--- src/rtl/io_router_pkg.sv ---
// rtl/io_router_pkg.sv - shared constants and helpers for the IO control router
// Purpose: LA lane base offsets, parameter limit checks, fanout bank slicing.
// Ports: none (package).
package io_router_pkg;

  localparam int LA_WIDTH        = 128;
  localparam int LA_OEB_IN_BASE  = 0;
  localparam int LA_OEB_OUT_BASE = 16;
  localparam int LA_IN_BASE      = 32;
  localparam int LA_OUT_BASE     = 48;
  localparam int MAX_IO          = 16;

  function automatic bit io_count_ok(input int n);
    return (n >= 1) && (n <= MAX_IO);
  endfunction

  function automatic bit params_ok(
    input int num_in,
    input int num_out,
    input int sync_stages,
    input int filter_len,
    input int num_banks,
    input int pipe_stages,
    input int fanout_w
  );
    return io_count_ok(num_in) && io_count_ok(num_out) &&
           (sync_stages >= 2) && (filter_len >= 1) &&
           (num_banks >= 1) && (pipe_stages >= 1) && (fanout_w >= 1);
  endfunction

  // Low bit of bank b inside the flattened fanout_out bus.
  function automatic int bank_lsb(input int bank, input int width);
    return bank * width;
  endfunction

endpackage

--- src/rtl/io_control_router_if.sv ---
// rtl/io_control_router_if.sv - logic-analyzer override bus
// Purpose: carries the LA data/enable lanes into the router.
// Signals: la_data_in[127:0] override values, la_oenb[127:0] active-low lane enables.
interface io_control_router_if;
  import io_router_pkg::*;

  logic [LA_WIDTH-1:0] la_data_in;
  logic [LA_WIDTH-1:0] la_oenb;

  modport master (output la_data_in, output la_oenb);
  modport slave  (input  la_data_in, input  la_oenb);
endinterface

--- src/rtl/io_sync_filter.sv ---
// rtl/io_sync_filter.sv - per-input synchronizer, glitch filter and edge pulses
// Purpose: synchronizes one pad, optionally replaces it with an LA override,
//          and only accepts a new level after FILTER_LEN consecutive cycles.
// Ports: clock, reset_n; pad (raw async input), ovr_en/ovr_val (LA override);
//        filt (filtered level), rise/fall (1-cycle pulses with filt changes).
module io_sync_filter #(
  parameter int SYNC_STAGES = 2,
  parameter int FILTER_LEN  = 3,
  parameter bit RESET_VAL   = 1'b0
) (
  input  logic clock,
  input  logic reset_n,
  input  logic pad,
  input  logic ovr_en,
  input  logic ovr_val,
  output logic filt,
  output logic rise,
  output logic fall
);

  localparam int            CW       = $clog2(FILTER_LEN + 1);
  localparam logic [CW-1:0] CNT_LAST = CW'(FILTER_LEN - 1);

  logic [SYNC_STAGES-1:0] sync_q;
  logic                   s_q;
  logic [CW-1:0]          cnt;

  always_ff @(posedge clock or negedge reset_n) begin
    if (!reset_n) begin
      sync_q <= {SYNC_STAGES{RESET_VAL}};
      s_q    <= RESET_VAL;
      cnt    <= '0;
      filt   <= RESET_VAL;
      rise   <= 1'b0;
      fall   <= 1'b0;
    end else begin
      sync_q <= {sync_q[SYNC_STAGES-2:0], pad};
      // The override is already synchronous, so it skips the sync chain.
      s_q    <= ovr_en ? ovr_val : sync_q[SYNC_STAGES-1];
      rise   <= 1'b0;
      fall   <= 1'b0;
      if (s_q == filt) begin
        // Returning to the accepted level restarts the stability count.
        cnt <= '0;
      end else if (cnt == CNT_LAST) begin
        filt <= s_q;
        cnt  <= '0;
        rise <= s_q;
        fall <= ~s_q;
      end else begin
        cnt <= cnt + CW'(1);
      end
    end
  end

endmodule

--- src/rtl/io_control_router.sv ---
// rtl/io_control_router.sv - pad / LA routing with filtered inputs and replicated fanout
// Purpose: registers pad OEBs and outputs with LA overrides, conditions each
//          pad input, and drives NUM_BANKS independent copies of the core bus.
// Ports: clock, reset_n; la (LA bus, slave); io_in/io_in_oeb; core_in and
//        rise/fall pulses; core_out/io_out/io_out_oeb; fanout_in/fanout_out.
module io_control_router
  import io_router_pkg::*;
#(
  parameter int                NUM_IN       = 5,
  parameter int                NUM_OUT      = 2,
  parameter int                SYNC_STAGES  = 2,
  parameter int                FILTER_LEN   = 3,
  parameter logic [NUM_IN-1:0] FILTER_MASK  = 5'b00011,
  parameter logic [NUM_IN-1:0] IN_RESET_VAL = 5'b10000,
  parameter int                FANOUT_W     = 64,
  parameter int                NUM_BANKS    = 2,
  parameter int                PIPE_STAGES  = 1
) (
  input  logic                          clock,
  input  logic                          reset_n,
  io_control_router_if.slave            la,
  input  logic [NUM_IN-1:0]             io_in,
  output logic [NUM_IN-1:0]             io_in_oeb,
  output logic [NUM_IN-1:0]             core_in,
  output logic [NUM_IN-1:0]             core_in_rise,
  output logic [NUM_IN-1:0]             core_in_fall,
  input  logic [NUM_OUT-1:0]            core_out,
  output logic [NUM_OUT-1:0]            io_out,
  output logic [NUM_OUT-1:0]            io_out_oeb,
  input  logic [FANOUT_W-1:0]           fanout_in,
  output logic [NUM_BANKS*FANOUT_W-1:0] fanout_out
);

  if (!params_ok(NUM_IN, NUM_OUT, SYNC_STAGES, FILTER_LEN,
                 NUM_BANKS, PIPE_STAGES, FANOUT_W)) begin : g_bad_params
    $error("io_control_router: parameter out of range");
  end

  // Only the low 64 LA lanes are mapped; the rest are intentionally ignored.
  logic unused_la;
  assign unused_la = ^{la.la_data_in, la.la_oenb};

  always_ff @(posedge clock or negedge reset_n) begin
    if (!reset_n) begin
      io_in_oeb  <= '1;
      io_out_oeb <= '0;
      io_out     <= '0;
    end else begin
      for (int i = 0; i < NUM_IN; i++) begin
        io_in_oeb[i] <= la.la_oenb[LA_OEB_IN_BASE + i] ? 1'b1
                                                        : la.la_data_in[LA_OEB_IN_BASE + i];
      end
      for (int j = 0; j < NUM_OUT; j++) begin
        io_out_oeb[j] <= la.la_oenb[LA_OEB_OUT_BASE + j] ? 1'b0
                                                          : la.la_data_in[LA_OEB_OUT_BASE + j];
        io_out[j]     <= la.la_oenb[LA_OUT_BASE + j] ? core_out[j]
                                                      : la.la_data_in[LA_OUT_BASE + j];
      end
    end
  end

  for (genvar i = 0; i < NUM_IN; i++) begin : g_in
    // Unmasked channels still run through the filter, just with a one-cycle window.
    io_sync_filter #(
      .SYNC_STAGES (SYNC_STAGES),
      .FILTER_LEN  (FILTER_MASK[i] ? FILTER_LEN : 1),
      .RESET_VAL   (IN_RESET_VAL[i])
    ) u_filter (
      .clock   (clock),
      .reset_n (reset_n),
      .pad     (io_in[i]),
      .ovr_en  (~la.la_oenb[LA_IN_BASE + i]),
      .ovr_val (la.la_data_in[LA_IN_BASE + i]),
      .filt    (core_in[i]),
      .rise    (core_in_rise[i]),
      .fall    (core_in_fall[i])
    );
  end

  for (genvar b = 0; b < NUM_BANKS; b++) begin : g_bank
    localparam int LSB = bank_lsb(b, FANOUT_W);

    // Each bank keeps its own chain so placement can put it near its drivers;
    // keep stops synthesis from merging the identical registers.
    (* keep *) logic [FANOUT_W-1:0] pipe_q [PIPE_STAGES];

    always_ff @(posedge clock or negedge reset_n) begin
      if (!reset_n) begin
        for (int s = 0; s < PIPE_STAGES; s++) begin
          pipe_q[s] <= '0;
        end
      end else begin
        pipe_q[0] <= fanout_in;
        for (int s = 1; s < PIPE_STAGES; s++) begin
          pipe_q[s] <= pipe_q[s-1];
        end
      end
    end

    assign fanout_out[LSB +: FANOUT_W] = pipe_q[PIPE_STAGES-1];
  end

endmodule

--- src/flat_wrapper.sv ---
// flat-port wrapper written by rule: the top's interface ports become plain ports
module io_control_router_flat import io_router_pkg::*;
#(
  parameter int                NUM_IN       = 5,
  parameter int                NUM_OUT      = 2,
  parameter int                SYNC_STAGES  = 2,
  parameter int                FILTER_LEN   = 3,
  parameter logic [NUM_IN-1:0] FILTER_MASK  = 5'b00011,
  parameter logic [NUM_IN-1:0] IN_RESET_VAL = 5'b10000,
  parameter int                FANOUT_W     = 64,
  parameter int                NUM_BANKS    = 2,
  parameter int                PIPE_STAGES  = 1
)
  (clock, reset_n, io_in, io_in_oeb, core_in, core_in_rise, core_in_fall, core_out, io_out, io_out_oeb, fanout_in, fanout_out, la_la_data_in, la_la_oenb);
  io_control_router_if la_i ();
  input  logic clock;
  input  logic reset_n;
  input  logic [NUM_IN-1:0] io_in;
  output logic [NUM_IN-1:0] io_in_oeb;
  output logic [NUM_IN-1:0] core_in;
  output logic [NUM_IN-1:0] core_in_rise;
  output logic [NUM_IN-1:0] core_in_fall;
  input  logic [NUM_OUT-1:0] core_out;
  output logic [NUM_OUT-1:0] io_out;
  output logic [NUM_OUT-1:0] io_out_oeb;
  input  logic [FANOUT_W-1:0] fanout_in;
  output logic [NUM_BANKS*FANOUT_W-1:0] fanout_out;
  input wire logic [$bits(la_i.la_data_in)-1:0] la_la_data_in;
  input wire logic [$bits(la_i.la_oenb)-1:0] la_la_oenb;
  assign la_i.la_data_in = la_la_data_in;
  assign la_i.la_oenb = la_la_oenb;
  io_control_router #(.NUM_IN(NUM_IN), .NUM_OUT(NUM_OUT), .SYNC_STAGES(SYNC_STAGES), .FILTER_LEN(FILTER_LEN), .FILTER_MASK(FILTER_MASK), .IN_RESET_VAL(IN_RESET_VAL), .FANOUT_W(FANOUT_W), .NUM_BANKS(NUM_BANKS), .PIPE_STAGES(PIPE_STAGES)) u_core (.clock(clock), .reset_n(reset_n), .la(la_i), .io_in(io_in), .io_in_oeb(io_in_oeb), .core_in(core_in), .core_in_rise(core_in_rise), .core_in_fall(core_in_fall), .core_out(core_out), .io_out(io_out), .io_out_oeb(io_out_oeb), .fanout_in(fanout_in), .fanout_out(fanout_out));
endmodule
--- config.mk ---
export PLATFORM = sky130hd
export DESIGN_NAME = io_control_router_flat
export DESIGN_NICKNAME = d
export VERILOG_FILES = /design/src/rtl/io_router_pkg.sv /design/src/rtl/io_control_router_if.sv /design/src/rtl/io_sync_filter.sv /design/src/rtl/io_control_router.sv /design/src/flat_wrapper.sv
export SDC_FILE = /design/constraint.sdc
export NUM_CORES = 1
export LEC_CHECK = 0
export ABC_AREA = 1
export BUFFER_PORTS_ARGS = -buffer_cell sky130_fd_sc_hd__buf_2
export CORE_AREA = 2 2 185 187
export DETAILED_ROUTE_END_ITERATION = 8
export DIE_AREA = 0 0 187 189
export SETUP_SLACK_MARGIN = 0.1
export SLEW_MARGIN = 20
export SYNTH_ARGS = -nofsm -noshare
export SYNTH_HDL_FRONTEND = slang
export SYNTH_HIERARCHICAL = 1
export SYNTH_SLANG_ARGS = --single-unit
--- constraint.sdc ---
create_clock -name clock -period 2.85 [get_ports clock]
set_input_delay 0 -clock clock [delete_from_list [all_inputs] [get_ports clock]]
set_output_delay 0 -clock clock [all_outputs]
set_load 0.05 [all_outputs]
; ---- Yosys cells after proc, flatten, opt, wreduce, memory -nomap -nowiden
; Index checks and enable logic that the tools add are counted.
[totals]
output_inout_bits = 152
register_bits = 110
in_bits = 329
elab_cells = 108
[op_classes]
eq_ne = 7
bitwise = 13
reduce_logical = 5
muxes = 44
add_sub_neg = 5
[ops]
columns = operator, n
row1 = 1-bit two-way mux, 40
row2 = 1-bit NOT, 13
row3 = 2-bit AND reduction, 5
row4 = 2-bit two-way mux, 4
row5 = 1-bit == test, 5
row6 = "2-bit by 1-bit adder with 2-bit output, second input constant", 2
row7 = "2-bit == test, second input constant", 2
row8 = "1-bit adder, second input constant", 3

; ---- Depth between registers and ports, before layout
; Gate-level depths: netlist (run 1).
[logic_depth]
word_depth = 3
mapped_depth = 5
ltp_nobuf = 5

; ---- Modules after synthesis
; Netlist (run 1), hierarchy kept.
[by_module_without_submodules]
columns = module, seq_area_each_um2, instances, cells_each, area_each_um2
row1 = io_control_router, 1833.0, 1, 287, 3369.5
row2 = io_sync_filter at u_core.g_in[0].u_filter ..., 200.2, 2, 26, 277.8
row3 = io_sync_filter at u_core.g_in[2].u_filter ..., 150.1, 2, 18, 212.7
row4 = io_sync_filter at u_core.g_in[4].u_filter, 155.1, 1, 18, 217.7

; ---- Worst setup path before layout (run 1)
; No wires, ideal clock.
[synth_timing]
path_kind = register to register
from = reg u_core.g_in[2].u_filter.filt
to = reg u_core.g_in[2].u_filter.filt
setup_time_ps = 118
slack_ps = 1584
path_stages_with_launch = 5
arrival_ps = 1148
t_required_ps = 2732
path_buffers = 0
cell_sequence = dfrtp_1 -> inv_1 -> ha_1 -> nand2_1 -> nand2_1
[synth_via]
elab_chain_len = 3
[synth_lines]
columns = element, line_no
row1 = "start, declared", io_sync_filter.sv:16  ; output logic filt,
row2 = "start signal, assigned", io_sync_filter.sv:46  ; filt <= s_q;
row3 = 1-bit == test, io_sync_filter.sv:42  ; if (s_q == filt) begin
row4 = 1-bit NOT (no source line), n/a
row5 = 2-bit AND reduction (no source line), n/a
; Every way passes these cells.
; A chain may end at the register's enable or synchronous reset.

; ---- Worst setup path in the final report (run 1)
[layout_timing]
from = in la_la_data_in[33]
to = reg u_core.g_in[1].u_filter.s_q
[layout_via]
elab_chain_len = 1
[layout_lines]
columns = element, line_no
row1 = "start, declared", flat_wrapper.sv:28  ; input wire logic [$bits(la_i.la_data_in)-1:0] la_la_data_in;
row2 = 1-bit two-way mux, io_sync_filter.sv:39  ; s_q <= ovr_en ? ovr_val : sync_q[SYNC_STAGES-1];
row3 = "end signal, assigned", io_sync_filter.sv:39
row4 = "end, declared", io_sync_filter.sv:25  ; logic s_q;
; Every way passes these cells.

==> results of run 1 <==
registers in the layout, summed over array words and instances, names as in the netlist:
register / flops
u_core/g_in.u_filter/rise: 5
u_core/io_out_oeb: 2
u_core/g_in.u_filter/s_q: 5
u_core/g_in.u_filter/sync_q: 10
u_core/io_out: 2
u_core/g_in.u_filter/cnt: 4
u_core/g_bank.pipe_q: 64
u_core/g_in.u_filter/fall: 5
u_core/g_in.u_filter/filt: 5
u_core/io_in_oeb: 5
placed cells by master (no fill, tap or decap):
master         count
buf_2            251
dlygate4sd3_1    105
dfrtp_1           98
nand2_1           34
inv_1             31
clkbuf_16          9
dfstp_2            9
nor2_1             6
ha_1               6
or2_1              5
nand2_2            4
a21oi_1            4
diode_2            2
clkinvlp_4         2
inv_6              2
o21ai_0            2
o21ai_1            2
clkinv_2           1
clkinv_4           1
bufinv_16          1
buf_4              1
buf_12             1
routing by layer:
| metal | vias up | part of all wire | track usage |
|---|---|---|---|
| met4 | 2 | 0.019 | 0.0287 |
| met5 | - | 0.0012 | 0 |
| met2 | 176 | 0.48 | 0.110 |
| met3 | 21 | 0.11 | 0.0358 |
| li1 | 1337 | - | - |
| met1 | 1336 | 0.39 | 0.0700 |
worst register-to-register path: stages, from the launching register on:
cell and delay [ns]:
dfstp_2 0.52, nand2_1 0.05, nand2_1 0.04, dlygate4sd3_1 0.54
worst paths after layout:
| check | slack (ns) | startpoint | endpoint |
|---|---|---|---|
| setup / recovery | 1.25 | la_la_data_in[33] | u_core/g_in[1].u_filter/s_q |
| hold / removal | 0.18 | reset_n | u_core/g_in[0].u_filter/sync_q[0] |
| setup reg to reg | 1.65 | u_core/g_in[4].u_filter/sync_q[1] | u_core/g_in[4].u_filter/s_q |
| hold reg to reg | 0.35 | u_core/g_in[1].u_filter/sync_q[0] | u_core/g_in[1].u_filter/sync_q[1] |
| max in group asynchronous | 1.86 | reset_n | u_core/io_in_oeb[4] |
| min in group clock | 0.27 | fanout_in[24] | u_core/g_bank[1].pipe_q[24] |
power breakdown:
| part | total [uW] | switching (uW) | internal (uW) | leakage, uW |
|---|---|---|---|---|
| sequential | 1760 | 82.7 | 1680 | 0.00127 |
| combinational | 1160 | 837 | 327 | 0.00176 |
| clock | 1280 | 593 | 687 | 0.000142 |
per-stage QoR:
| stage | instances | util |
|---|---|---|
| after global routing | 1025 | 0.190 |
| final | 1025 | 0.190 |
| after CTS | 1023 | 0.190 |
| after detailed placement | 902 | 0.149 |
| after global placement | 902 | 0.149 |
| after floorplan | 329 | - |
cell type report:
cell class / instances / area [sq um] / share of cell area
clock inverter: 7 / 76.3 / 0.0121
antenna: 2 / 5.00 / 0.000791
sequential: 107 / 2690 / 0.425
tap: 448 / 561 / 0.0886
timing repair buffer: 358 / 2330 / 0.369
multi-input combinational: 63 / 322 / 0.0508
inverter: 31 / 116 / 0.0184
clock buffer: 9 / 225 / 0.0356
==> metrics list, run 1 <==
* Max-cap check violation count: 0
* Logic depth of the worst path, buffers included: 6
- Total power draw: 4200 uW
- The congestion estimate from routability-driven global placement came to 0.675.
* Number of cells produced by synthesis: 329
- Kind of cell adding the most delay to the critical path: buffers and inverters
* Buffer type at the clock tree root: clkbuf_16
- Number of H-tree levels: 3
- Clock-pin transition on the worst setup and hold timing paths: 0.07 ns
- From synthesis to final layout, the design area changed by 54.8%.
- In the routed design, unresolved DRC markers number 0.
* Final setup margin: 1.25 ns
* Worst min path class: in -> async
- Setup repair after global routing left no endpoint under its margin.
- Most repeated library cell on the critical path: dlygate4sd3_1
- The worst setup path is launched from a primary input.
* Leakage dissipation: 0.00317 uW
- Maximum frequency from static timing analysis: 623 MHz
- # resized after CTS: 0
- Data on the critical path arrives at its endpoint at 1.85 ns.
* Worst setup slack before clock tree synthesis: 1.76 ns
* Global-route wire length before repair: 16,900 um
* Routed WL per cell: 10.8 um
* Crit path buf inv count: 4
- Slowest cell on crit path: dlygate4sd3_1
- The HPWL after detailed placement is 7730 um.
- The later pin in the worst-skew pair is clocked with a latency of 0.37 ns.
- Global routing finished with a remaining overflow of 0.
- The average instance in the mapped netlist occupies 12.4 sq um.
- Deepest clock path buffer count: 2
- For the worst setup path, the data required time is 3.10 ns.
- From bottom edge to top edge, the die measures 189 um.
- Peak ir drop on the vdd network: 0.000275 V
- Hold Worst Slack: 0.182 ns
- Of all nets on the critical path, the largest fanout is 1.
- Post-CTS setup repair buffer count: 0
- Net Count, Synth: 664
- CTS Hold Bufs: 105
- Instance area after placement: 4970 sq um
* Setup-violating endpoint count in the final report: 0
- During synthesis, Yosys emitted a total of 6 warnings.
- Total number of clock tree sinks: 107
- Vias per cell: 2.80
- Once detail routing completed, the nets flagged for antenna violations numbered 0.
* Number of top-level pins: 481
* Final slew viol count: 0
* GR Util All Layers: 0.0663
- The number of hold violations in the final report is 0.
- In this run, CTS created clock tree buffers numbering 9.
- From left edge to right edge, the die measures 187 um.
- The critical path is of the in -> reg type.
- The pre-antenna-repair detailed-routing pass consisted of 4 iterations.
- The final route contains 2,872 vias.
- In this design, the stage delay of the slowest critical-path cell is 0.55 ns.
- Number of antenna violations at the first check in global routing: 3
* TritonCTS clock tree: done
- Dividing total power by cell area gives a power density of 664 nW/um^2.
- Tightest Pin Transition: 0.689 ns
* Total number of placement rows: 67
- Measured against its own limit, the worst slew margin works out to 0.541.
- Entering global routing, the biggest net connects 60 pins.
- Mapped Area: 4090 sq um
- Adding up every negative setup slack in the final design gives 0 ns.
- Status: completed
- After the last flow step, the layout net total stands at 905.
* Final routed wirelength across all metal layers: 11,100 um
- In this run, the number of DRC markers left after iteration 0 of detailed routing was 51.
- For this configuration, the core starts out at a cell density of 0.123.
- The finished cells cover 6330 sq um.
- In the final layout, the share of cells above drive strength 1 is 0.490.
* Core area: 33,300 sq um
* Worst clock skew: 0.00815 ns
- Dividing the final minimum period by the clock period gives 0.563.
* Time the worst path needs with I/O delays and setup: 1.60 ns
* Total of fill cells in the finished design: 3,654
- Crit-path cells: dlygate4sd3_1, buf_2, nand2_1, dlygate4sd3_1, o21ai_0, dlygate4sd3_1
- The die covers 35,300 sq um.
* Number of global-route vias before repair: 3,053
- Crit. End Element: register
- Measured in cells, the most critical reg-to-reg path has a length of 3.
- Port Buffer Count: 252
No activity file was read; power rests on OpenSTA's default activity.
==> run 2, diff against run 1 <==
==> constraint.sdc (replaced) <==
create_clock -name clock -period 1.4 [get_ports clock]
set_input_delay 0 -clock clock [delete_from_list [all_inputs] [get_ports clock]]
set_output_delay 0 -clock clock [all_outputs]
set_load 0.05 [all_outputs]
==> run 2 against run 1 <==
  * Die area stayed put
  * Combinational power is 110% higher
  * Register-to-register slack worse by 1.3 ns
  * Design area is 0.28% higher
  * Sequential share of layout area is 0.12 points lower
  * Clock-buffer cell count is 1 higher
  * Clock skew is 0.0020 ns lower
  * Setup slack worse by 1.0 ns
  * Utilization is 0.053 points higher
  * Critical endpoint is now core_in[4]
  * Largest cell class unchanged
  * Largest power group unchanged
==> metrics list, run 2 (same netlist as run 1, synthesis figures left out) <==
- The total track usage is 0.0637 (-0.00259).
- The number of flip-flops in the largest register is 64 (unchanged).
- Worst slew margin relative to its limit: 0.770 (+0.230)
- The number of rows created at floorplan came to 67 (unchanged).
* Peak ir drop on the vdd network: 0.000568 V (+110%)
- Slowest cell on crit path: dfstp_2
- Leading cell type in the layout, fill and taps excluded: buf_2
- The starting utilization of the core area is 0.123 (unchanged).
- The count of hold buffers inserted by post-cts repair was 107 (+1.9%).
- The clock latency on the worst-skew pair is 0.37 ns (about the same).
* Vias per cell: 2.75 (-1.9%)
- Crit path buf inv count: 1 (-3)
* Global route overflow: 0 (unchanged)
* Leakage dissipation: 0.00318 uW (+0.27%)
- The wire length of the first global-routing pass was 16,400 um (-3.1%).
* Largest registers ranked by flip-flop count: u_core/g_bank.pipe_q x64, u_core/g_in.u_filter/sync_q x10
* DR iter-0 viols: 40 (-22%)
- Number of H-tree levels: 3 (unchanged)
- The pin slew with the least headroom to its limit is 0.345 ns (-0.345 ns).
- The flow ran to the end, and the final reports show no timing, DRC or antenna violations.
- Worst min path class: in -> async
* Post-CTS setup repair buffer count: 0 (unchanged)
- Total negative slack for setup checks: 0 ns (unchanged)
- Number of top-level pins: 481 (unchanged)
- The die span in x was 187 um (unchanged).
- TritonCTS built the clock tree.
* Number of placed instances with taps included: 903 (+0.11%)
- The post-route worst setup slack is 0.201 ns (-1.04 ns).
- The remaining antenna violation count after routing is 0 (unchanged).
- Worst clock skew: 0.00620 ns (-0.00195 ns)
- Final cycle utilization of the critical path: 0.856
- Die area: 35,300 sq um (unchanged)
- The die height was 189 um (unchanged).
* Core area: 33,300 sq um (unchanged)
* Pwr Density: 1320 nW/um^2 (+99%)
* Worst setup path class: reg -> out
- First-pass detailed-route iteration total: 4 (unchanged)
- Hold violation total from the final report: 0 (unchanged)
- The share of cells above drive strength 1 came to 0.490 (-0.000815).
* Number of global-route vias before repair: 2,975 (-2.6%)
* Total of fill cells in the finished design: 3,654 (unchanged)
* Final slew viol count: 0 (unchanged)
- Setup repair after global routing left no endpoint under its margin.
- Routed WL per cell: 10.5 um (-3.1%)
- The maximum number of pins on one net before global-route repair came to 60 (unchanged).
- The final setup violation count was 0 (unchanged).
- The number of cells upsized or downsized after cts is 0 (unchanged).
- Register name with the most flops: u_core/g_bank.pipe_q
- Clock tree synthesis selected as its root buffer the cell clkbuf_16.
* Total vias in the final route: 2,827 (-1.6%)
- TritonCTS Buffers: 9 (unchanged)
- Crit. End Element: primary output
* Port Buffer Count: 252 (unchanged)
* Critical Path RT: 1.40 ns (-1.70 ns)
- The sum of routed wire length over all layers is 10,800 um (-2.8%).
- The library cells used most frequently in the layout, excluding fill and tap cells, are buf_2, dlygate4sd3_1, dfrtp_1.
- Number of antenna violations at the first check in global routing: 2 (-1)
- Nature of the critical path startpoint: register
- The clock transition time at the flip-flop clock pins of the worst setup and hold paths came to 0.07 ns (about the same).
* Data arrival, critical path: 1.20 ns (-0.65 ns)
* Total number of clock tree sinks: 107 (unchanged)
* Final estimated routing congestion in global placement: 0.674 (about the same)
- The final layout net count came to 908 (+0.33%).
- Worst setup slack before clock tree synthesis: 0.317 ns (-1.45 ns)
* Max-cap check violation count: 0 (unchanged)
- Delay of the slowest critical-path stage: 0.56 ns (about the same)
- Maximum frequency from static timing analysis: 834 MHz
- For the finished layout, the period the worst path requires is 1.20 ns.
- On the critical path the largest part of the delay comes from flip-flops.
* Non-filler cells, final: 1,028 (+0.29%)
- Post-route DRC: 0 (unchanged)
- Largest fanout of any net on the critical path: 4 (+3)
* Deepest clock path buffer count: 2 (unchanged)
- Traced cell by cell, the critical path runs through buf_2.
* Detailed-placement wirelength estimate: 7710 um (-0.25%)
- Area Overhead vs Synth: 55.2%
==> run 2: cell count changes in the layout (fill, tap and decap cells not counted) <==
cell	change
inv_6	-1
bufinv_16	-1
clkinv_2	+2
buf_12	+1
clkbuf_8	+1
clkinvlp_4	-1
dlygate4sd3_1	+2
==> run 2: final timing paths <==
kind	from	to	slack (ns)	cells past startpoint
max in group asynchronous	reset_n	u_core/io_in_oeb[4]	0.86	3
min in group clock	fanout_in[33]	u_core/g_bank[1].pipe_q[33]	0.26	2
max reg2reg	u_core/g_in[4].u_filter/filt	u_core/g_in[4].u_filter/filt	0.30	5
min	reset_n	u_core/g_in[0].u_filter/sync_q[0]	0.17	3
max	u_core/g_in[4].u_filter/filt	core_in[4]	0.20	1
min reg2reg	u_core/g_in[3].u_filter/sync_q[0]	u_core/g_in[3].u_filter/sync_q[1]	0.35	0
==> run 2: where the power goes <==
part           internal [uW]  switching [uW]  total, uW
Sequential              3410             164       3570
Clock                   1250            1180       2430
Combinational            669            1710       2380
==> run 2: area by class of cell <==
type | instances | area (sq um) | area share
sequential | 107 | 2690 | 0.424
timing repair buffer | 361 | 2370 | 0.374
tap | 448 | 561 | 0.0883
multi-input combinational | 63 | 322 | 0.0507
clock buffer | 10 | 239 | 0.0377
inverter | 31 | 116 | 0.0183
clock inverter | 6 | 40.0 | 0.00631
antenna | 2 | 5.00 | 0.000789
==> run 2: per-layer routing <==
layer / GRT usage / part of all wire
met4: 0.0266 / 0.017
met2: 0.103 / 0.47
met1: 0.0689 / 0.40
met3: 0.0352 / 0.11
met5: 0 / 0
==> run 2: metrics by stage <==
| step | total power [uW] | instance area [sq um] | hold WS (ns) | utilization |
|---|---|---|---|---|
| 2_1_floorplan | 5400 | 4090 | -0.296 | - |
| 3_3_place_gp | 5750 | 4990 | 0.0153 | 0.150 |
| 3_5_place_dp | 5790 | 4990 | 0.0250 | 0.150 |
| 4_1_cts | 8580 | 6340 | 0.158 | 0.191 |
| 5_1_grt | 8900 | 6350 | 0.173 | 0.191 |
| 6_report | 8380 | 6350 | 0.171 | 0.191 |
==> run 2: worst reg2reg max path, delay by kind of cell (launching register included) <==
family | cells | cell delay (ns)
adders and majority gates | 1 | 0.30
buffers and inverters | 2 | 0.11
DFF | 1 | 0.56
and+or+nand+nor | 2 | 0.09
==> run 3, diff against run 2 <==
--- a/config.mk
+++ b/config.mk
@@ -10,6 +10,7 @@
 export CORE_AREA = 2 2 185 187
 export DETAILED_ROUTE_END_ITERATION = 8
 export DIE_AREA = 0 0 187 189
+export RECOVER_POWER = 100
 export SETUP_SLACK_MARGIN = 0.1
 export SLEW_MARGIN = 20
 export SYNTH_ARGS = -nofsm -noshare
==> run 3 against run 2 <==
  * Non-clock buffer count unchanged
  * Sequential power hardly changed
  * Sequential share of layout area up 1.4 points
  * Critical path depth stayed put
==> metrics list, run 3 (same netlist as run 1, synthesis figures left out) <==
* Crit path buf inv count: 1 (unchanged)
* Tightest Pin Transition: 0.845 ns (+0.501 ns)
* Vias per cell: 2.74 (-0.28%)
- The flow ran to the end, and the final reports show no timing, DRC or antenna violations.
- Setup repair after global routing left no endpoint under its margin.
* Kind of cell adding the most delay to the critical path: flip-flops
* Core area: 33,300 sq um (unchanged)
- Critical Path RT: 1.40 ns (about the same)
* Post-route DRC: 0 (unchanged)
- The path class of the tightest hold or removal check is in -> reg.
- Crit-path cells: clkbuf_2
- Pwr Density: 1350 nW/um^2 (+2.1%)
* Number of H-tree levels: 3 (unchanged)
* Number of top-level pins: 481 (unchanged)
- Total negative slack for setup checks: 0 ns (unchanged)
- Register name with the most flops: u_core/g_bank.pipe_q
- The critical path in this run is classified as reg -> out.
* Die boundary height: 189 um (unchanged)
- Ratio of cells with drive above 1 in the final layout: 0.247 (-0.242)
* Total power draw: 8280 uW (-1.2%)
- The clock transition time at the flip-flop clock pins of the worst setup and hold paths is 0.08 ns (about the same).
- Data arrival, critical path: 1.25 ns (+0.05 ns)
- Deepest clock path buffer count: 2 (unchanged)
- TritonCTS Buffers: 9 (unchanged)
* Final cycle utilization of the critical path: 0.895 (+0.0386)
* Most frequent cells in the layout: clkbuf_1, dlygate4sd3_1, dfrtp_1
* Buffer type at the clock tree root: clkbuf_16
* Global-route wire length before repair: 16,400 um (unchanged)
* Nets@finish: 908 (unchanged)
- The detailed-route via count came to 2,819 (-0.28%).
* Leading cell type in the layout, fill and taps excluded: clkbuf_1
- Worst clock skew: 0.00660 ns (+0.000392 ns)
- The number of slew-limit violations in the final report is 0 (unchanged).
* Nature of the critical path startpoint: register
* Number of global-route vias before repair: 2,975 (unchanged)
* Maximum number of pins on one net before global-route repair: 60 (unchanged)
* Hold Worst Slack: 0.264 ns (+0.0925 ns)
- The number of sinks driven by the clock tree was 107 (unchanged).
- Crit. End Element: primary output
* Number of placed instances with taps included: 903 (unchanged)
* Register cell area after layout: 2690 sq um (unchanged)
- Largest fanout of any net on the critical path: 4 (unchanged)
- DR iter-0 viols: 33 (-18%)
- Largest registers ranked by flip-flop count: u_core/g_bank.pipe_q x64, u_core/g_in.u_filter/sync_q x10
* Peak ir drop on the vdd network: 0.000567 V (-0.19%)
- The total track usage is 0.0637 (unchanged).
* Leakage dissipation: 0.00279 uW (-12%)
* Slowest cell on crit path: dfstp_1
* Routed WL per cell: 10.6 um (+0.62%)
- The clock latency on the worst-skew pair was 0.37 ns (about the same).
- Global route overflow: 0 (unchanged)
- Worst slew margin relative to its limit: 0.437 (-0.334)
- Core utilization of the finished layout: 0.185 (-0.00617)
* Total number of placement rows: 67 (unchanged)
- The number of post-CTS setup repair buffers came to 0 (unchanged).
* First-pass detailed-route iteration total: 3 (-1)
* Hold violation total from the final report: 0 (unchanged)
* Die area: 35,300 sq um (unchanged)
- Number of antenna violations at the first check in global routing: 2 (unchanged)
- TritonCTS built the clock tree.
- The final setup violation count came to 0 (unchanged).
- The die span in x was 187 um (unchanged).
- Flip-flop count of the largest register after layout: 64 (unchanged)
* Delay of the slowest critical-path stage: 0.58 ns (+0.02 ns)
* Max-cap check violation count: 0 (unchanged)
- Maximum frequency from static timing analysis: 798 MHz (-4.3%)
* Time the worst path needs with I/O delays and setup: 1.25 ns (+0.0540 ns)
- The sum of routed wire length over all layers is 10,900 um (+0.62%).
- Non-filler cells, final: 1,028 (unchanged)
- The starting utilization of the core area is 0.123 (unchanged).
* Detailed-placement wirelength estimate: 7710 um (unchanged)
* Port Buffer Count: 252 (unchanged)
- Number of antenna-violating nets in the routed design: 0 (unchanged)
* Area Overhead vs Synth: 50.2%
- The weighted congestion at the end of routability-driven global placement was 0.674 (unchanged).
- Total of fill cells in the finished design: 3,734 (+2.2%)
- The total area of multi-input combinational cells came to 312 sq um (-3.1%).
## run 3: changes by cell type in the layout (fill, tap and decap cells not counted), sizes merged
cell,delta
buf,-158
clkbuf,+158
## run 3: routing by layer
layer | up-vias | global-route usage | part of all wire
li1 | 1337 | - | -
met1 | 1298 | 0.0689 | 0.41
met2 | 174 | 0.103 | 0.47
met3 | 10 | 0.0352 | 0.11
met4 | 0 | 0.0266 | 0.017
met5 | - | 0 | 0
## run 3: power by group
part / switching [uW] / internal [uW]
logic: 1700 / 575
clock network: 1180 / 1250
registers: 168 / 3410
total: 3050 / 5240
## run 3: repair_timing
action,CTS,global route
hold buffers,107,0
hold endpoints to repair,190,0
gates resized for setup,0,0
endpoints found under the setup margin,0,0
## run 3: worst paths after layout
path	from	end	slack (ns)	cells after the start
worst min register to register	u_core/g_in[3].u_filter/sync_q[0]	u_core/g_in[3].u_filter/sync_q[1]	0.35	0
worst max register to register	u_core/g_in[4].u_filter/filt	u_core/g_in[4].u_filter/filt	0.26	5
worst max-delay path	u_core/g_in[4].u_filter/filt	core_in[4]	0.15	1
worst min-delay path	fanout_in[33]	u_core/g_bank[1].pipe_q[33]	0.26	2
max in group asynchronous	reset_n	u_core/g_bank[1].pipe_q[52]	0.39	3
min in group asynchronous	reset_n	u_core/g_in[0].u_filter/sync_q[0]	0.37	3
## run 3: area by class of cell
class / count / share of cell area
tap: 448 / 0.0913
timing repair buffer: 361 / 0.355
sequential: 107 / 0.438
antenna: 2 / 0.000815
clock inverter: 6 / 0.00652
multi-input combinational: 63 / 0.0507
clock buffer: 10 / 0.0389
inverter: 31 / 0.0189
## run 3: per-stage QoR
stage / instance area [sq um] / setup WS (ns)
2_1_floorplan: 4090 / 0.134
3_3_place_gp: 4990 / 0.333
3_5_place_dp: 4990 / 0.317
4_1_cts: 6340 / 0.158
5_1_grt: 6140 / 0.0751
6_report: 6140 / 0.147
